$ cat src/rtl/relay.sv
// One 4PDT relay: registered armature FSM with timed pull-in/drop-out transit.
// Contacts are combinational from in_n gated by the registered state; zero data latency, no backpressure.
module relay #(
  parameter int unsigned PULL_IN_CYCLES  = 2,
  parameter int unsigned DROP_OUT_CYCLES = 2
) (
  input  logic clk,
  input  logic reset,
  input  logic control,
  input  logic in_0,
  input  logic in_1,
  input  logic in_2,
  input  logic in_3,
  output logic out_hi_0,
  output logic out_hi_1,
  output logic out_hi_2,
  output logic out_hi_3,
  output logic out_lo_0,
  output logic out_lo_1,
  output logic out_lo_2,
  output logic out_lo_3,
  output logic energized,
  output logic in_transit
);

  typedef enum logic [1:0] {
    RELEASED  = 2'd0,
    PULLING   = 2'd1,
    ENERGIZED = 2'd2,
    DROPPING  = 2'd3
  } state_t;

  localparam int unsigned PULL_LOAD_I = (PULL_IN_CYCLES  > 0) ? PULL_IN_CYCLES  - 1 : 0;
  localparam int unsigned DROP_LOAD_I = (DROP_OUT_CYCLES > 0) ? DROP_OUT_CYCLES - 1 : 0;
  localparam logic [7:0]  PULL_LOAD   = 8'(PULL_LOAD_I);
  localparam logic [7:0]  DROP_LOAD   = 8'(DROP_LOAD_I);
  localparam bit          PULL_ZERO   = (PULL_IN_CYCLES  == 0);
  localparam bit          DROP_ZERO   = (DROP_OUT_CYCLES == 0);

  state_t     state_q, state_d;
  logic [7:0] cnt_q, cnt_d;
  logic [3:0] in_v;
  logic       sel_hi, sel_lo;

  always_ff @(posedge clk or posedge reset) begin
    if (reset) begin
      state_q <= RELEASED;
      cnt_q   <= 8'd0;
    end else begin
      state_q <= state_d;
      cnt_q   <= cnt_d;
    end
  end

  always_comb begin
    state_d = state_q;
    cnt_d   = cnt_q;
    case (state_q)
      RELEASED: begin
        if (control) begin
          if (PULL_ZERO) begin
            state_d = ENERGIZED;
          end else begin
            state_d = PULLING;
            cnt_d   = PULL_LOAD;
          end
        end
      end
      PULLING: begin
        // Coil dropped before the armature seated: fall back without ever closing.
        if (!control) begin
          state_d = RELEASED;
        end else if (cnt_q == 8'd0) begin
          state_d = ENERGIZED;
        end else begin
          cnt_d = cnt_q - 8'd1;
        end
      end
      ENERGIZED: begin
        if (!control) begin
          if (DROP_ZERO) begin
            state_d = RELEASED;
          end else begin
            state_d = DROPPING;
            cnt_d   = DROP_LOAD;
          end
        end
      end
      DROPPING: begin
        if (control) begin
          state_d = ENERGIZED;
        end else if (cnt_q == 8'd0) begin
          state_d = RELEASED;
        end else begin
          cnt_d = cnt_q - 8'd1;
        end
      end
      default: begin
        state_d = RELEASED;
        cnt_d   = 8'd0;
      end
    endcase
  end

  // Outputs depend only on state_q and in_n, never on control, so chains stay loop-free.
  assign sel_hi     = (state_q == ENERGIZED);
  assign sel_lo     = (state_q == RELEASED);
  assign energized  = sel_hi;
  assign in_transit = (state_q == PULLING) || (state_q == DROPPING);

  assign in_v = {in_3, in_2, in_1, in_0};

  assign {out_hi_3, out_hi_2, out_hi_1, out_hi_0} = in_v & {4{sel_hi}};
  assign {out_lo_3, out_lo_2, out_lo_1, out_lo_0} = in_v & {4{sel_lo}};

endmodule

$ cat config.mk
export PLATFORM = sky130hd
export DESIGN_NAME = relay
export DESIGN_NICKNAME = d
export VERILOG_FILES = /design/src/rtl/relay.sv
export SDC_FILE = /design/constraint.sdc
export NUM_CORES = 1
export LEC_CHECK = 0
export CAP_MARGIN = 20
export CORE_MARGIN = 2
export CORE_UTILIZATION = 35
export DETAILED_ROUTE_END_ITERATION = 6
export GPL_TIMING_DRIVEN = 0
export PLACE_DENSITY_LB_ADDON = 0.2
export SLEW_MARGIN = 20
export SYNTH_ARGS = -nofsm -noshare
export SYNTH_HDL_FRONTEND = slang
export SYNTH_SLANG_ARGS = --single-unit
$ cat constraint.sdc
create_clock -name clk -period 2.49 [get_ports clk]
set_clock_uncertainty 0.15 [all_clocks]
set_input_delay 0.498 -clock clk [delete_from_list [all_inputs] [get_ports clk]]
set_output_delay 0.498 -clock clk [all_outputs]
set_load 0.005 [all_outputs]
# == Word level (Yosys, flattened, before mapping) ==
# Index checks and enable logic that the tools add are counted.
# word_totals
ff_bits,10
input_bits,7
output_inout_bits,10
wordCells,32
# classes
add_sub_neg,1
n_eq_ne,9
n_mux,13
bitwise_logic,2
reduce_logical,5
# op_table
op,n
$mux W8,5
$pmux W8 S4,1
$mux W2,6
$and A4 B4 Y4,2
$logic_not A8 Y1,1
$ne A2 B2 Y1 const B,4
$pmux W2 S4,1
$reduce_and A4 Y1,2
$sub A8 B1 Y8 const B,1
$ne A3 B3 Y1 const B,2
$eq A2 B2 Y1 const B,2
$eq A2 B1 Y1 const B,1
$logic_not A2 Y1,1
$logic_or A1 B1 Y1,1

# == Logic depth before layout (Yosys ltp) ==
# Gate-level depths: netlist of the first run.
# depth
ltp_word,4
depth_mapped,6
depth_no_buf,6

# == Least setup slack after synthesis of the first run ==
# No wires, ideal clock.
# synth_timing
path_kind,register to register
startpoint,reg cnt_q[2]
endpoint,reg cnt_q[7]
setup_time_ns,0.083
t_arrival_ns,1.811
required_ns,2.257
path_slack_ns,0.447
stages_incl_launch_ff,5
path_buffers,0
period_less_slack_ns,2.043
path_cell_list,dfrtp_1 or4_4 or4_1 or4_1 o21ai_0
# synth_via
elab_chain_cells,4
elab_cells_between_ends,6
# synth_lines
element,line,source
"start, declared",41,"logic [7:0] cnt_q, cnt_d;"
"start signal, assigned",51,cnt_q <= cnt_d;
$sub A8 B1 Y8 or $logic_not A8 Y1 (tied branches),-,
$mux W8 *,"73, 92",
$mux W8 (on tied branches),"90, 71",
$pmux W8 S4 *,58,case (state_q)
# Mark *: on every way between the ends. The rest lies on a longest branch, timed or not. The select of a mux whose other input is x is not followed.
# A chain may end at the register's enable or synchronous reset.

# == Worst setup path after layout of the first run ==
# layout_timing
startpoint,in control
endpoint,reg cnt_q[4]
# layout_via
elab_chain_cells,2
elab_cells_between_ends,5
# layout_lines
element,line,source
"start, declared",9,"input logic control,"
$ne A2 B2 Y1 (no source line),-,
$reduce_and A4 Y1 (no source line) *,-,
# Mark *: on every way between the ends. The rest lies on a longest branch, timed or not.

==> results of run 1 <==
[state kept, by name (all words and copies together) (netlist names), named ones only]
| name | count |
|---|---|
| cnt_q | 8 |
| state_q | 1 |
[placed cells by master (no fill, tap or decap), drive strengths merged, types with 3 or more instances in the layout]
| master | netlist | routed |
|---|---|---|
| nor2 | 3 | 3 |
| inv | 4 | 4 |
| dfrtp | 10 | 10 |
| o21ai | 5 | 5 |
| or4 | 3 | 3 |
| clkbuf | 1 | 5 |
| clkdlybuf4s50 | 0 | 16 |
| and2 | 8 | 8 |
| nand2 | 5 | 5 |
| nand3 | 3 | 3 |
[path summary, 6_finish.rpt]
path                                      start                endpoint  slack (ns)  cells past startpoint
min in group clk           cnt_q[5]$_DFFE_PP0P_    cnt_q[5]$_DFFE_PP0P_        0.38                      1
setup reg to reg           cnt_q[2]$_DFFE_PP0P_    cnt_q[7]$_DFFE_PP0P_        0.35                      4
setup / recovery                        control    cnt_q[4]$_DFFE_PP0P_        0.15                      5
hold / removal                            reset    cnt_q[4]$_DFFE_PP0P_        0.36                      2
max in group asynchronous                 reset  state_q[0]$_DFFE_PP0P_        1.55                      2
hold reg to reg            cnt_q[5]$_DFFE_PP0P_    cnt_q[5]$_DFFE_PP0P_        0.38                      1
[logic make-up after synthesis]
family                     Yosys count  share of synthesized area
and+or+nand+nor                     31                     0.3012
AOI/OAI and AO/OA                   17                     0.1870
DFF                                 10                     0.3937
buffers and inverters                6                    0.04723
adders and majority gates            2                    0.03936
xor gates and xnor gates             1                    0.01378
muxes                                1                    0.01772
[final cells by class]
type                    count  area [sq um]
fillers                   172         844.6
well taps                  25         31.28
flip-flops and latches     10         250.2
multi-input cells          52         355.3
repair buffers             16         160.2
inverters                   4         15.01
clock buffers               4         36.28
plain buffers               2         15.01
[per-layer routing]
layer	share of wire	global-route usage	vias up
met5	0	0	-
met4	0.012	0.06667	0
met3	0.042	0.04706	2
met2	0.45	0.2500	17
met1	0.49	0.2145	254
li1	-	-	286
[power groups by stage]
stage	Combinational (mW)	Clock (mW)	Sequential, mW
6_report	0.575	0.144	0.317
5_1_grt	0.645	0.159	0.337
4_1_cts	0.578	0.150	0.316
3_5_place_dp	0.572	0	0.318
3_3_place_gp	0.568	0	0.318
2_1_floorplan	0.383	0	0.297
[through the flow]
step / TNS [ns] / hold slack [ns] / cells / instance area [sq um] / utilization
3_5_place_dp: -0.1077 / 0.3699 / 109 / 827.0 / 0.4842
3_3_place_gp: -0.1115 / 0.3694 / 109 / 827.0 / 0.4842
2_1_floorplan: 0 / 0.1882 / 68 / 635.6 / -
4_1_cts: 0 / 0.3744 / 113 / 863.3 / 0.5055
6_report: 0 / 0.3604 / 113 / 863.3 / 0.5055
5_1_grt: 0 / 0.4061 / 113 / 863.3 / 0.5055
==> qor.csv, run 1 <==
stage,metric,value,unit
run_status,status,completed,
critical_path,cp_data_arrival_time,2.39,ns
sta,max_freq,427.3,MHz
place,dpl.hpwl,1057,microns
drt,drt-total-wl,1383,microns
clocking,path_clk_slew,0.07,ns
clocking,tritoncts,built,
critical_path,crit_path_max_incr_delay,0.63,ns
floorplan,num_io_pins,17,
power_and_ir_drop,clkPwrFrac,0.139,
global_routing,grt_pass1_wl,2463,microns
sta,slew_violations,0,
power_and_ir_drop,ir_drop,0.0005989,V
final_layout,drive_above_1_share,0.1250,
sta,hold_viol_final,0,
floorplan,start_util,0.3722,
floorplan,die_h,46.62,microns
place,place_congestion,0.8031,
sta,finalCriticalPeriod,2.340,ns
logic_synthesis,synth_seq_cells,10,
drt,firstDrtPassIters,2,
logic_synthesis,synth_async_sr_flop_share,1.000,
critical_path,crit_buf_inv,1,
logic_synthesis,synth_cells,68,
drt,drc_errors,0,
power_and_ir_drop,comb_power_share,0.555,
global_routing,antenna_found_initial,0,
sta,fin_crit_sh,0.9399,
floorplan,core_region_area,1708,sq um
power_and_ir_drop,swShare,0.3955,
clocking,clk_latency,0.26,ns
clocking,post_cts_buffers,0,
power_and_ir_drop,p_per_area,1200,nW/um^2
sta,rsz0062_at_grt,false,
clocking,cts_resized,0,
logic_synthesis,synth_top_area_cell,dfrtp_1,
power_and_ir_drop,p_int,0.6262,mW
worst_hold_path,hp-class,in2async,
critical_path,worstPathMaxFanout,10,
logic_synthesis,yosys_most_used_dff,dfrtp_1,
clocking,hold_buffers,0,
floorplan,num_rows,15,
sta,worst_pin_slew,0.8852,ns
clocking,h-tree-depth,1,
place,pre_cts_slack,-0.1077,ns
power_and_ir_drop,power.total,1.036,mW
critical_path,worstSetupPathType,in2reg,
flow_run,max_cap_viol_count,0,
logic_synthesis,ys_types,31,
drt,drt_iter0_markers,3,
global_routing,grt_max_degree,11,
sta,finalSetupViolCount,0,
power_and_ir_drop,p_switching,0.4097,mW
logic_synthesis,synth_area,635.6,sq um
logic_synthesis,avgSynthCellArea,9.347,sq um
final_layout,syn2layout_area_growth,35.83,%
global_routing,grt-ovfl-total,0,
logic_synthesis,seq_area_frac_synth,0.3937,
critical_path,cp_top_family,simple AND/OR/NAND/NOR gates,
floorplan,dieArea,2173,sq um
logic_synthesis,yosysMostFrequentCell,dfrtp_1,
floorplan,die_w,46.62,microns
logic_synthesis,syn_nets,77,
final_layout,fin_nets,98,
place,numPortBuffers,16,
logic_synthesis,yosys_warnings,0,
critical_path,start_kind,primary input,
critical_path,end_kind,flop,
power_and_ir_drop,leakage,0.3597,nW
drt,post_drt_via_cell_ratio,4.947,
logic_synthesis,ys_top_cells_by_count,"dfrtp_1, and2_1, nand2_1, o21ai_0, inv_1",
clocking,clockBufferDepth,2,
sta,relSlewSlack,0.4044,
global_routing,grt_pass1_vias,544,
sta,layout_setup_ws,0.1497,ns
critical_path,cp_cell_sequence,clkdlybuf4s50_1 > xnor2_1 > or2b_2 > or4b_2 > nand3_1,
global_routing,grt_usage,0.1631,
logic_synthesis,synth_edf_count,0,
drt,final_antenna_net_count,0,
clocking,cts-buffers-inserted,3,
critical_path,crit_slowest_cell,or4b_2,
logic_synthesis,yosys.area.top_type_share,0.3937,
drt,wl_per_cell,12.24,microns
final_layout,diodes,0,
clocking,clock_sinks,10,
clocking,root_buffer,clkbuf_4,
critical_path,crit_required,2.54,ns
drt,num_vias,559,
power_and_ir_drop,p_seq_frac,0.306,
logic_synthesis,synth.area.top_cells,"dfrtp_1, and2_1, ha_1, o21ai_0, nand2_1",
No activity file was read; power rests on OpenSTA's default activity.
==> run 2, diff against run 1 <==
Settings changed: GPL_TIMING_DRIVEN 0 to unset.
==> run 2 against run 1 <==
Effect of this change:
- die area unchanged
- register-to-register slack worse by 0.02 ns
- non-clock buffer count grew 1
- final area shrank 0.72%
- power fell by 1.5%
- combinational power increased by 4.2%
- first-iteration DRC count increased to 5.0 times the previous value
- critical path type is now reg2out
- critical endpoint is now out_hi_3
- largest cell class unchanged
==> qor.csv, run 2 (same netlist as run 1, synthesis figures left out) <==
stage,metric,value,unit
drt,final_antenna_net_count,0,
sta,slew_violations,0,
drt,post_drt_via_cell_ratio,5.088,
critical_path,start_kind,flop,
worst_hold_path,hp-class,in2async,
flow_run,max_cap_viol_count,0,
sta,whs,0.3659,ns
clocking,clockBufferDepth,2,
run_status,status,completed,
place,numPortBuffers,16,
floorplan,num_io_pins,17,
sta,relSlewSlack,0.6606,
clocking,clk_latency,0.26,ns
global_routing,antenna_found_initial,0,
critical_path,worstPathMaxFanout,5,
final_layout,multi_input_area,355.3,sq um
global_routing,grt-busiest-layer,met2,
clocking,path_clk_slew,0.06,ns
final_layout,fin_nets,99,
critical_path,crit_path_max_incr_delay,0.50,ns
place,pre_cts_slack,0.1359,ns
clocking,root_buffer,clkbuf_4,
final_layout,drive_above_1_share,0.1364,
clocking,cts-buffers-inserted,3,
floorplan,dieArea,2173,sq um
clocking,post_cts_buffers,0,
clocking,hold_buffers,0,
critical_path,crit_required,1.84,ns
drt,firstDrtPassIters,4,
global_routing,grt-ovfl-total,0,
floorplan,core_region_area,1708,sq um
critical_path,worstSetupPathType,reg2out,
power_and_ir_drop,clkPwrFrac,0.108,
drt,drc_errors,0,
final_layout,final_common_cell,clkdlybuf4s50_1,
floorplan,start_util,0.3722,
floorplan,num_rows,15,
power_and_ir_drop,ir_drop,0.0004737,V
sta,max_freq,441.2,MHz
drt,wl_per_cell,12.23,microns
final_layout,regArea,250.2,sq um
final_layout,final_core_util,0.5018,
critical_path,crit_slowest_cell,clkdlybuf4s50_1,
critical_path,cp_cell_sequence,nor2b_1 > and2_1 > clkdlybuf4s50_1,
power_and_ir_drop,p_seq_frac,0.305,
global_routing,gr-usage-met2,0.2389,
clocking,cts_resized,0,
drt,drt-total-wl,1382,microns
power_and_ir_drop,p_per_area,1191,nW/um^2
drt,drt_iter0_markers,15,
global_routing,grt_pass1_vias,505,
global_routing,grt_usage,0.1466,
clocking,clock_sinks,10,
clocking,tritoncts,built,
power_and_ir_drop,comb_power_share,0.587,
global_routing,grt_max_degree,13,
global_routing,use_met3,0.02353,
sta,rsz0062_at_grt,false,
place,dpl.hpwl,1066,microns
sta,fin_crit_sh,0.9104,
drt,num_vias,575,
place,place_congestion,0.7925,
final_layout,largest_register_ffs,8,
final_layout,top_register,cnt_q,
critical_path,end_kind,output pin,
final_layout,syn2layout_area_growth,34.84,%
final_layout,fillers,158,
floorplan,die_h,46.62,microns
power_and_ir_drop,swShare,0.3979,
sta,finalCriticalPeriod,2.267,ns
sta,finalSetupTns,0,ns
sta,layout_setup_ws,0.2232,ns
global_routing,use_met1,0.1818,
final_layout,final_cell_mix,"clkdlybuf4s50_1, dfrtp_1, and2_1",
final_layout,diodes,0,
sta,worst_pin_slew,0.5023,ns
sta,hold_viol_final,0,
final_layout,reg_top3,"cnt_q (8), state_q (1)",
power_and_ir_drop,leakage,0.3596,nW
sta,finalSetupViolCount,0,
floorplan,die_w,46.62,microns
critical_path,cp_data_arrival_time,1.62,ns
power_and_ir_drop,p_int,0.6144,mW
clocking,h-tree-depth,1,
global_routing,grt_pass1_wl,2208,microns
power_and_ir_drop,p_switching,0.4060,mW
-- run 2: cell types whose count changed in the layout (fill, tap and decap cells not counted), sizes merged --
cell and change:
buf +2, clkbuf -2
-- run 2: worst max-delay path: cells and delay by family (launching register included) --
kind / cells / cell delay, ns
buf+inv: 1 / 0.50
simple gates: 2 / 0.47
flops: 1 / 0.39
-- run 2: path summary, 6_finish.rpt --
check,startpoint,end,slack (ns),depth (start not counted)
worst max-delay path,flop,out_hi_3,0.22,3
min in group clk,cnt_q[6]$_DFFE_PP0P_,cnt_q[6]$_DFFE_PP0P_,0.38,1
worst min-delay path,reset,cnt_q[1]$_DFFE_PP0P_,0.37,2
worst max register to register,cnt_q[2]$_DFFE_PP0P_,cnt_q[7]$_DFFE_PP0P_,0.33,4
max in group asynchronous,reset,cnt_q[3]$_DFFE_PP0P_,1.54,2
worst min register to register,cnt_q[6]$_DFFE_PP0P_,cnt_q[6]$_DFFE_PP0P_,0.38,1
-- run 2: per-stage QoR --
step | cell area, sq um | total power, mW | std cells
2_1_floorplan | 635.6 | 0.6798 | 68
3_3_place_gp | 834.6 | 0.9106 | 110
3_5_place_dp | 834.6 | 0.9098 | 110
4_1_cts | 857.1 | 1.024 | 113
5_1_grt | 857.1 | 1.110 | 113
6_report | 857.1 | 1.020 | 113
-- run 2: area by class of cell --
type	count	share of cell area
timing repair buffer	19	0.2131
tap	25	0.03650
sequential	10	0.2920
multi-input combinational	52	0.4146
clock buffer	3	0.02628
inverter	4	0.01752
-- run 2: per-layer routing --
metal,part of all wire,up-vias
met2,0.49,16
li1,-,286
met5,0,-
met1,0.45,269
met3,0.048,4
met4,0.015,0
-- run 2: power groups by stage --
stage | clock network [mW] | registers (mW) | logic (mW)
finish | 0.111 | 0.311 | 0.599
CTS | 0.113 | 0.311 | 0.600
detailed placement | 0 | 0.314 | 0.596
floorplan | 0 | 0.297 | 0.383
global placement | 0 | 0.312 | 0.599
global route | 0.120 | 0.329 | 0.661
==> run 3, diff against run 2 <==
Settings changed: CTS_CLUSTER_SIZE set to 28.
==> results of run 3 <==
No change in the layout: final DEF, timing and power equal those of run 2.
==> patch (settings of run 1) <==
Register the inputs `control`, `in_0`, `in_1`, `in_2` and `in_3` before use. The logic sees them one clock later.
--- a/src/rtl/relay.sv
+++ b/src/rtl/relay.sv
@@ -39,2 +39,16 @@
 
+  logic control_q;
+  logic in_0_q;
+  logic in_1_q;
+  logic in_2_q;
+  logic in_3_q;
+
+  always_ff @(posedge clk) begin
+    control_q <= control;
+    in_0_q    <= in_0;
+    in_1_q    <= in_1;
+    in_2_q    <= in_2;
+    in_3_q    <= in_3;
+  end
+
   state_t     state_q, state_d;
@@ -59,3 +73,3 @@
       RELEASED: begin
-        if (control) begin
+        if (control_q) begin
           if (PULL_ZERO) begin
@@ -70,3 +84,3 @@
         // Coil dropped before the armature seated: fall back without ever closing.
-        if (!control) begin
+        if (!control_q) begin
           state_d = RELEASED;
@@ -79,3 +93,3 @@
       ENERGIZED: begin
-        if (!control) begin
+        if (!control_q) begin
           if (DROP_ZERO) begin
@@ -89,3 +103,3 @@
       DROPPING: begin
-        if (control) begin
+        if (control_q) begin
           state_d = ENERGIZED;
@@ -110,3 +124,3 @@
 
-  assign in_v = {in_3, in_2, in_1, in_0};
+  assign in_v = {in_3_q, in_2_q, in_1_q, in_0_q};
 
Behaviour: not the same (a bounded check fails within 4 cycles, from zero or initial values and one cycle with reset high).
==> patch against run 1 <==
Synthesized area rose by 13%; final area rose by 8.7%; critical path depth fell by 2; largest cell class is now sequential cells; worst setup slack improved by 4.7 ps; sequential cell count rose by 5; wire length fell by 1.8%; highest routed layer unchanged; total power fell by 4.4%.
==> patch: results (changes against run 1) <==
[drt]
drt_first_pass_iters=4  ; was 2
top_layer=met4  ; unchanged
wl_met3_um=31  ; was 58 um
wl_mm=1.36  ; was 1.38 mm
viasPerCell=4.84  ; was 4.95
met2RoutedLength_um=650  ; was 627 um

[timing]
timing.final.max_slew_violations=0  ; unchanged
slew_headroom=0.678  ; was 0.404

[worst_setup_path]
slowest_delay_ps=490  ; was 630 ps
worstRegToRegCells=6  ; was 4
crit_path_top_delay_cell=clkdlybuf4s50_1  ; was or4b_2
cpLargestDelayFamily=buffers and inverters  ; was simple AND/OR/NAND/NOR gates
cp_data_arrival_time_ps=1690  ; was 2390 ps
path_max_fanout=7  ; was 10

[floorplan]
nWellTaps=27  ; was 25

[place]
placed_area_um2=911  ; was 827 um2
hpwlAfterDp_mm=1.03  ; was 1.06 mm
dp_slack_ps=307  ; was -108 ps
dp.cells=113  ; was 109
place.gp.congestion=0.718  ; was 0.803

[pwr]
ir_drop_mv=0.377  ; was 0.599 mV
leakage_nw=0.409  ; was 0.360 nW

[yosys]
postSynthAreaPerCell_um2=10.2  ; was 9.35 um2
ys_types=30  ; was 31
async_reset_ff_frac=0.667  ; was 1.00
syn-num-nets=79  ; was 77
synthTopCellsByCount=dfrtp_1, and2_1, dfxtp_1, inv_1, nor2_1  ; was dfrtp_1, and2_1, nand2_1, o21ai_0, inv_1
synth.area.top_cells=dfrtp_1, dfxtp_1, and2_1  ; was dfrtp_1, and2_1, ha_1
yosysSeqAreaShare=0.489  ; was 0.394

[clock_network]
cts.reportedPaths.clkPinSlew_ps=90  ; was 70 ps
clock_path_buffers=2  ; unchanged
insertion_delay_ps=280  ; was 260 ps

[finish]
drive_gt1_frac=0.111  ; was 0.125
seq_cells=15  ; was 10
fin_cells=117  ; was 113
multi_input_comb_cells=49  ; was 52
multi_input_area_share=0.367  ; was 0.412
nClkBuffers=3  ; was 4
multi_input_area_um2=344  ; was 355 um2
nonClkBufAreaFrac=0.175  ; was 0.203
num-nonclk-buffers=17  ; was 18
clk_share=0.0293  ; was 0.0420
fin_nets=100  ; was 98
inverters=5  ; was 4
seqCellArea_um2=350  ; was 250 um2

[outcome]
status=completed  ; unchanged

[global_route]
grt_pass1_vias=546  ; was 544
grt_pass1_wl_mm=2.34  ; was 2.46 mm
grt_usage=0.128  ; was 0.163

-- patch: final timing paths --
| kind | from | end | slack [ps] |
|---|---|---|---|
| max | state_q[0] | out_hi_0 | 150 |
| min | reset | cnt_q[2] | 340 |
| max reg2reg | cnt_q[0] | cnt_q[7] | 270 |
| min reg2reg | control_q | flop | 430 |
| max in group asynchronous | reset | asynchronous set/reset pin | 1570 |
| min in group clk | control_q | flop | 430 |
-- patch: per-layer routing --
layer	vias to the layer above	global-route usage
li1	290	-
met1	266	0.159
met2	8	0.198
met3	2	0.0368
met4	0	0.0714
met5	-	0
-- patch: cells by family after synthesis --
group | share of synthesized area
simple gates | 0.243
compound gates | 0.122
xor+xnor | 0.0367
fa+ha+maj | 0.0349
mux | 0.0436
buf+inv | 0.0314
flops | 0.489
-- patch: power breakdown --
part           internal (mW)  leakage [nW]  switching, mW
logic                  0.259         0.221          0.227
registers              0.301         0.170         0.0635
clock network         0.0596        0.0177         0.0797
